==> src/rtl/seq_phase_controller.sv <==
// seq_phase_controller: sequences multi-pass operations over a one-hot 5-phase cycle counter
module seq_phase_controller #(
  parameter int ITER_W = 4
) (
  input  logic              clk,
  input  logic              reset,
  input  logic              start,
  input  logic [ITER_W-1:0] iters,
  input  logic [4:0]        cycle,
  output logic              begin_sig,
  output logic              end_sig,
  output logic              load_en,
  output logic              exec_en,
  output logic              write_en,
  output logic [ITER_W-1:0] pass_cnt,
  output logic              busy,
  output logic              done,
  output logic              err
);
  typedef enum logic [2:0] {IDLE, ARM, RUN, DONE, ERR} state_t;
  state_t            state;
  logic [ITER_W-1:0] iters_q;
  logic              one_hot;
  logic              in_run;
  logic              last;
  // A zero or multi-bit phase vector suppresses every strobe and the pass increment
  assign one_hot  = (cycle != '0) && ((cycle & (cycle - 5'd1)) == '0);
  assign in_run   = (state == RUN) && one_hot;
  // Extra top bit keeps the final-pass compare exact for iters = all ones
  assign last     = ({1'b0, pass_cnt} + (ITER_W + 1)'(1)) == {1'b0, iters_q};
  assign load_en  = in_run & cycle[1];
  assign exec_en  = in_run & cycle[2];
  assign write_en = in_run & cycle[3];
  assign end_sig  = err | (in_run & cycle[4] & last);
  // Control FSM with registered status outputs
  always_ff @(posedge clk or negedge reset) begin
    if (!reset) begin
      state     <= IDLE;
      iters_q   <= '0;
      pass_cnt  <= '0;
      begin_sig <= 1'b0;
      busy      <= 1'b0;
      done      <= 1'b0;
      err       <= 1'b0;
    end else begin
      begin_sig <= 1'b0;
      done      <= 1'b0;
      case (state)
        IDLE, DONE, ERR: begin
          if (start) begin
            iters_q  <= iters;
            pass_cnt <= '0;
            err      <= 1'b0;
            if (iters != '0) begin
              state     <= ARM;
              begin_sig <= 1'b1;
              busy      <= 1'b1;
            end else begin
              state <= DONE;
              done  <= 1'b1;
            end
          end else if (state == DONE) begin
            state <= IDLE;
          end
        end
        ARM: begin
          if (!one_hot) begin
            state <= ERR;
            err   <= 1'b1;
            busy  <= 1'b0;
          end else begin
            state <= RUN;
          end
        end
        RUN: begin
          if (!one_hot) begin
            state <= ERR;
            err   <= 1'b1;
            busy  <= 1'b0;
          end else if (cycle[4]) begin
            pass_cnt <= pass_cnt + ITER_W'(1);
            if (last) begin
              state <= DONE;
              done  <= 1'b1;
              busy  <= 1'b0;
            end
          end
        end
        default: state <= IDLE;
      endcase
    end
  end
endmodule

==> config.mk <==
export PLATFORM = sky130hd
export DESIGN_NAME = seq_phase_controller
export DESIGN_NICKNAME = d
export VERILOG_FILES = /design/src/rtl/seq_phase_controller.sv
export SDC_FILE = /design/constraint.sdc
export NUM_CORES = 1
export LEC_CHECK = 0
export CORE_MARGIN = 1.5
export CORE_UTILIZATION = 50
export CTS_BUF_LIST = sky130_fd_sc_hd__clkbuf_16
export CTS_CLUSTER_DIAMETER = 30
export CTS_CLUSTER_SIZE = 20
export DETAILED_ROUTE_END_ITERATION = 8
export GPL_ROUTABILITY_DRIVEN = 1
export MAX_ROUTING_LAYER = met4
export PLACE_DENSITY = 0.84
export SLEW_MARGIN = 10
export SYNTH_ARGS = -nofsm -noshare
export SYNTH_HDL_FRONTEND = slang
export SYNTH_SLANG_ARGS = --single-unit
==> constraint.sdc <==
create_clock -name clk -period 2.41 [get_ports clk]
set_input_delay 0.3615 -clock clk [delete_from_list [all_inputs] [get_ports clk]]
set_output_delay 0.3615 -clock clk [all_outputs]
set_load 0.005 [all_outputs]
# After elaboration in Yosys (flattened, before gate mapping)
# Index checks and enable logic that the tools add are counted.
# op_classes
bitwise,7
n_eq_ne,14
add_sub_neg,3
n_mux,31
reduce_logical,16
# ops
cell,n
3-bit two-way mux,6
1-bit two-way mux,16
4-bit two-way mux,3
2-bit != test (second input constant),6
3-bit != test (second input constant),3
3-bit one-hot mux with 3 select lines,1
4-bit one-hot mux with 2 select lines,1
3-bit by 2-bit equality test with 1-bit output (second input constant),2
3-bit AND reduction,2
6-bit AND reduction,1
4-bit by 1-bit adder with 5-bit output (second input constant),1
1-bit bitwise AND,5
5-bit bitwise AND,1
5-bit by 4-bit equality test with 1-bit output,1
5-bit zero test,1
5-bit nonzero test,1
5-bit by 1-bit subtractor with 5-bit output (second input constant),1
4-bit by 1-bit adder with 4-bit output (second input constant),1
1-bit one-hot mux with 2 select lines,2
4-bit AND reduction,1
2-bit nonzero test,2
4-bit nonzero test,1
3-bit by 1-bit equality test with 1-bit output (second input constant),1
3-bit equality test (second input constant),1
other kinds (9),10
# totals
output_inout_bits,12
register_bits,15
input_bits,12

# Logic depth before layout (Yosys ltp)
# depth
ltp_word,8
depth_mapped,6

# Least setup slack after synthesis
# No wires, ideal clock.
# synth_path
path_type,reg2out
startpoint,register pass_cnt[0]
endpoint,output port end_sig
t_arrival_ns,1.413
stages_incl_launch_ff,7
slack_ns,0.636
required_time_ns,2.049
cell_sequence,dfrtp_1 -> ha_1 -> xnor2_1 -> o211ai_1 -> a211oi_2 -> nand2_1 -> nand2_1
# synth_via
elab_chain_cells,4
# synth_lines
element,line_no,source
start: declaration,15,"output logic [ITER_W-1:0] pass_cnt,"
start signal: assignment,81,pass_cnt <= pass_cnt + ITER_W'(1);
4-bit by 1-bit adder with 5-bit output,30,"assign last = ({1'b0, pass_cnt} + (ITER_W + 1)'(1)) == {1'b0, iters_q};"
5-bit by 4-bit equality test with 1-bit output,30,
1-bit bitwise AND,34,assign end_sig = err | (in_run & cycle[4] & last);
1-bit OR,34,
end: declaration,11,"output logic end_sig,"
# Every way passes these cells.

# Final worst setup path
# layout_path
startpoint,input port cycle[0]
endpoint,output port load_en
# layout_via
elab_chain_cells,6
# layout_lines
element,line_no,source
start: declaration,9,"input logic [4:0] cycle,"
5-bit by 1-bit subtractor with 5-bit output,27,assign one_hot = (cycle != '0) && ((cycle & (cycle - 5'd1)) == '0);
5-bit bitwise AND,27,
5-bit zero test,27,
1-bit logical AND *,27,
1-bit logical AND *,28,assign in_run = (state == RUN) && one_hot;
1-bit bitwise AND *,31,assign load_en = in_run & cycle[1];
end: declaration,12,"output logic load_en,"
# Mark *: on every way between the ends. The rest lies on a longest branch, timed or not.

==> results.py <==
metrics = {
    "synth": {
        "postSynth.asyncResetShare_pct": 100.0,
        "syn_area_um2": 865.8,
        "synthesis.yosys.warnings": 0,
        "synth_edf_count": 0,
        "synth_area_per_cell_um2": 10.56,
        "postSynthNetCount": 95,
        "synthFlopType": "sky130_fd_sc_hd__dfrtp_1",
        "yosysUniqueCellTypes": 33,
        "synth_sequential_area_ratio_pct": 43.35,
        "synthCells": 82,
        "ys_seq_elements": 15,
    },
    "worst_setup_path": {
        "critPathLaunchType": "primary input",
        "worst-endpoint-arrival_ns": 1.94,
        "r2r-end": "busy$_DFFE_PN0P_",
        "regToRegStartpoint": "pass_cnt[0]$_DFFE_PN0P_",
        "worst-path-max-fanout": 4,
        "crit_type": "in2out",
        "end_kind": "output port",
        "timing.critical_path.required_ns": 2.05,
        "reg2regPathDepth": 9,
        "setup_slack_of_the_most_critical_reg_to_reg_path_ns": 0.49,
    },
    "sta": {
        "worst_slew_pin_slew_ns": 0.6765,
        "achievable-frequency_ghz": 0.4342,
        "finalSetupViolations": 0,
        "final.setup_skew_ns": 0.001769,
        "number_of_pins_exceeding_their_max_slew_limit_in_the_final_report": 0,
        "worst_slew_margin_rel_pct": 54.76,
        "final.period_utilization_pct": 95.56,
        "finalHoldViolCount": 0,
        "setup_ws_ns": 0.1071,
        "unrepaired_setup_endpoints_after_global_routing": "no",
        "post-route-min-period_ns": 2.303,
    },
    "placed_design": {
        "portBuffers": 23,
        "gp_congestion": 0.8237,
        "standard_cell_area_after_detailed_placement_um2": 1169,
        "place_hpwl_mm": 1.582,
        "place_worst_setup_slack_ns": -0.08033,
    },
    "floorplan": {
        "floorplan.die.height_um": 44.62,
        "rows": 14,
        "core-area_um2": 1559,
        "ios": 24,
        "die_area_um2": 1991,
        "floorplan.initialDensity_pct": 55.54,
        "die_w_um": 44.62,
    },
    "route": {
        "detail-route-antenna-nets": 0,
        "detailedRoute.firstPassIterationCount": 6,
        "detail_route.wirelength_mm": 2.460,
        "via_per_inst": 6.000,
        "route.detailed.drc": 1,
        "drt_iter0_markers": 11,
        "routedWlPerCell_um": 18.09,
        "route.vias.total": 816,
    },
    "final_layout": {
        "ratio_of_cells_with_drive_above_1_in_the_final_layout_pct": 25.83,
        "final_nets": 134,
        "leading_cell_type_in_the_layout_fill_and_taps_excluded": "sky130_fd_sc_hd__clkdlybuf4s50_1",
        "syn_to_final_growth_pct": 51.30,
        "antennaDiodeCount": 0,
        "most-common-layout-cells": "17 x sky130_fd_sc_hd__clkdlybuf4s50_1, 15 x sky130_fd_sc_hd__dfrtp_1, 11 x sky130_fd_sc_hd__buf_4, 7 x sky130_fd_sc_hd__nor2_1, 6 x sky130_fd_sc_hd__nand2_1",
        "post-route-cell-area_um2": 1310,
        "final.fill_count": 81,
    },
    "grt": {
        "grt_usage_pct": 29.48,
        "grt.overflow.total": 0,
        "antenna_found_initial": 0,
        "pin_count_of_the_biggest_net_entering_global_routing": 16,
        "first_global_vias": 794,
        "grt_first_pass_wirelength_mm": 3.884,
    },
    "job": {
        "drv.max_cap_violation_count": 0,
    },
    "clock_network": {
        "max-clock-path-buffers": 2,
        "cts.sink_count": 15,
        "clk_latency_ns": 0.25,
        "cts-buffers-inserted": 3,
        "tritoncts": "yes",
        "clk_transition_reported_paths_ns": 0.05,
        "cts.htree.levels": 1,
        "root_buffer": "sky130_fd_sc_hd__clkbuf_16",
    },
    "power_and_ir_drop": {
        "total_power_mw": 0.8597,
        "vdd.ir_drop.worst_v": 0.0005217,
        "static-leakage-power_nw": 0.5935,
        "power-per-cell-area_nw_per_um2": 656.2,
    },
    "outcome": {
        "failed_checks": "design-rule violations",
        "status": "finished with violations",
    },
    "min_path": {
        "worst_hold_path_class": "in2async",
    },
}
registers in the layout, indices dropped and copies added, names as in the netlist:
register / flops
iters_q: 4
pass_cnt: 4
state: 3
begin_sig: 1
busy: 1
done: 1
err: 1
metal layers:
layer	global-route usage [%]	part of all wire (%)
met5	-	0
met3	6.939	4.7
met2	48.70	53
met4	15.76	4.2
met1	32.47	38
Yosys cell counts, types with 2 or more instances:
cell	n	area share, %
sky130_fd_sc_hd__dfrtp_1	15	43
sky130_fd_sc_hd__nor2_1	7	3.0
sky130_fd_sc_hd__nand2_1	6	2.6
sky130_fd_sc_hd__xnor2_1	5	5.1
sky130_fd_sc_hd__and3_2	4	3.5
sky130_fd_sc_hd__mux2_2	4	5.2
sky130_fd_sc_hd__nand3_1	4	2.3
sky130_fd_sc_hd__nor2b_1	3	2.2
sky130_fd_sc_hd__o21ai_0	3	1.7
sky130_fd_sc_hd__o21ai_1	3	1.7
sky130_fd_sc_hd__xor2_1	3	3.0
sky130_fd_sc_hd__a22o_1	2	2.0
sky130_fd_sc_hd__inv_1	2	0.87
sky130_fd_sc_hd__mux2i_1	2	2.3
metrics by stage:
step	cells	utilization, %	setup TNS [ns]	hold slack, ns
global route	136	84.03	0	0.5456
global placement	128	74.96	-0.1367	0.5103
finish	136	84.03	0	0.5260
floorplan	82	-	0	0.06591
CTS	135	83.15	0	0.5309
detailed placement	128	74.96	-0.2151	0.5199
worst max-delay path by stage:
stage | startpoint | endpoint | slack [ns]
after floorplan | pass_cnt[0]$_DFFE_PN0P_ | end_sig | 0.64
after global placement | cycle[3] | end_sig | -0.04
after detailed placement | cycle[3] | end_sig | -0.08
after CTS | pass_cnt[0]$_DFFE_PN0P_ | end_sig | 0.004
after global routing | cycle[0] | load_en | 0.002
final | cycle[0] | load_en | 0.11
what timing repair did:
action / CTS / global route
setup buffers: 3 / 1
setup endpoints to repair: 4 / 4
resized for setup: 8 / 3
hold buffers: 0 / 0
pin swaps: 6 / 7
worst max-delay path, cell delays in order:
cell	delay (ns)
sky130_fd_sc_hd__clkdlybuf4s15_1	0.28
sky130_fd_sc_hd__xor2_1	0.19
sky130_fd_sc_hd__mux2i_1	0.14
sky130_fd_sc_hd__o31ai_4	0.27
sky130_fd_sc_hd__and3_2	0.21
sky130_fd_sc_hd__clkdlybuf4s50_1	0.49
layout make-up:
cell class	instances	area, µm²	area share [%]
clock buffers	3	75.07	5.731
clock inverters	1	3.754	0.2865
inverters	2	7.507	0.5731
multi-input cells	65	514.2	39.25
flip-flops and latches	15	375.4	28.65
well taps	16	20.02	1.528
repair buffers	34	314.1	23.97
power breakdown:
group | leakage (nW) | internal (mW) | switching (mW)
Clock | 0.0423 | 0.220 | 0.108
Sequential | 0.192 | 0.288 | 0.0369
Combinational | 0.359 | 0.122 | 0.0845
Total | 0.593 | 0.630 | 0.230
kinds of logic (layout without fill, tap and decap cells):
kind of cell | count (synthesis) | in the layout | share of synthesized area (%)
compound gates | 18 | 18 | 17.77
xor+xnor | 8 | 8 | 8.093
fa+ha+maj | 1 | 1 | 1.445
buf+inv | 2 | 40 | 0.8674
flops | 15 | 15 | 43.35
mux | 6 | 6 | 7.514
simple gates | 32 | 32 | 20.96
Power figures use the tool's default switching activity.
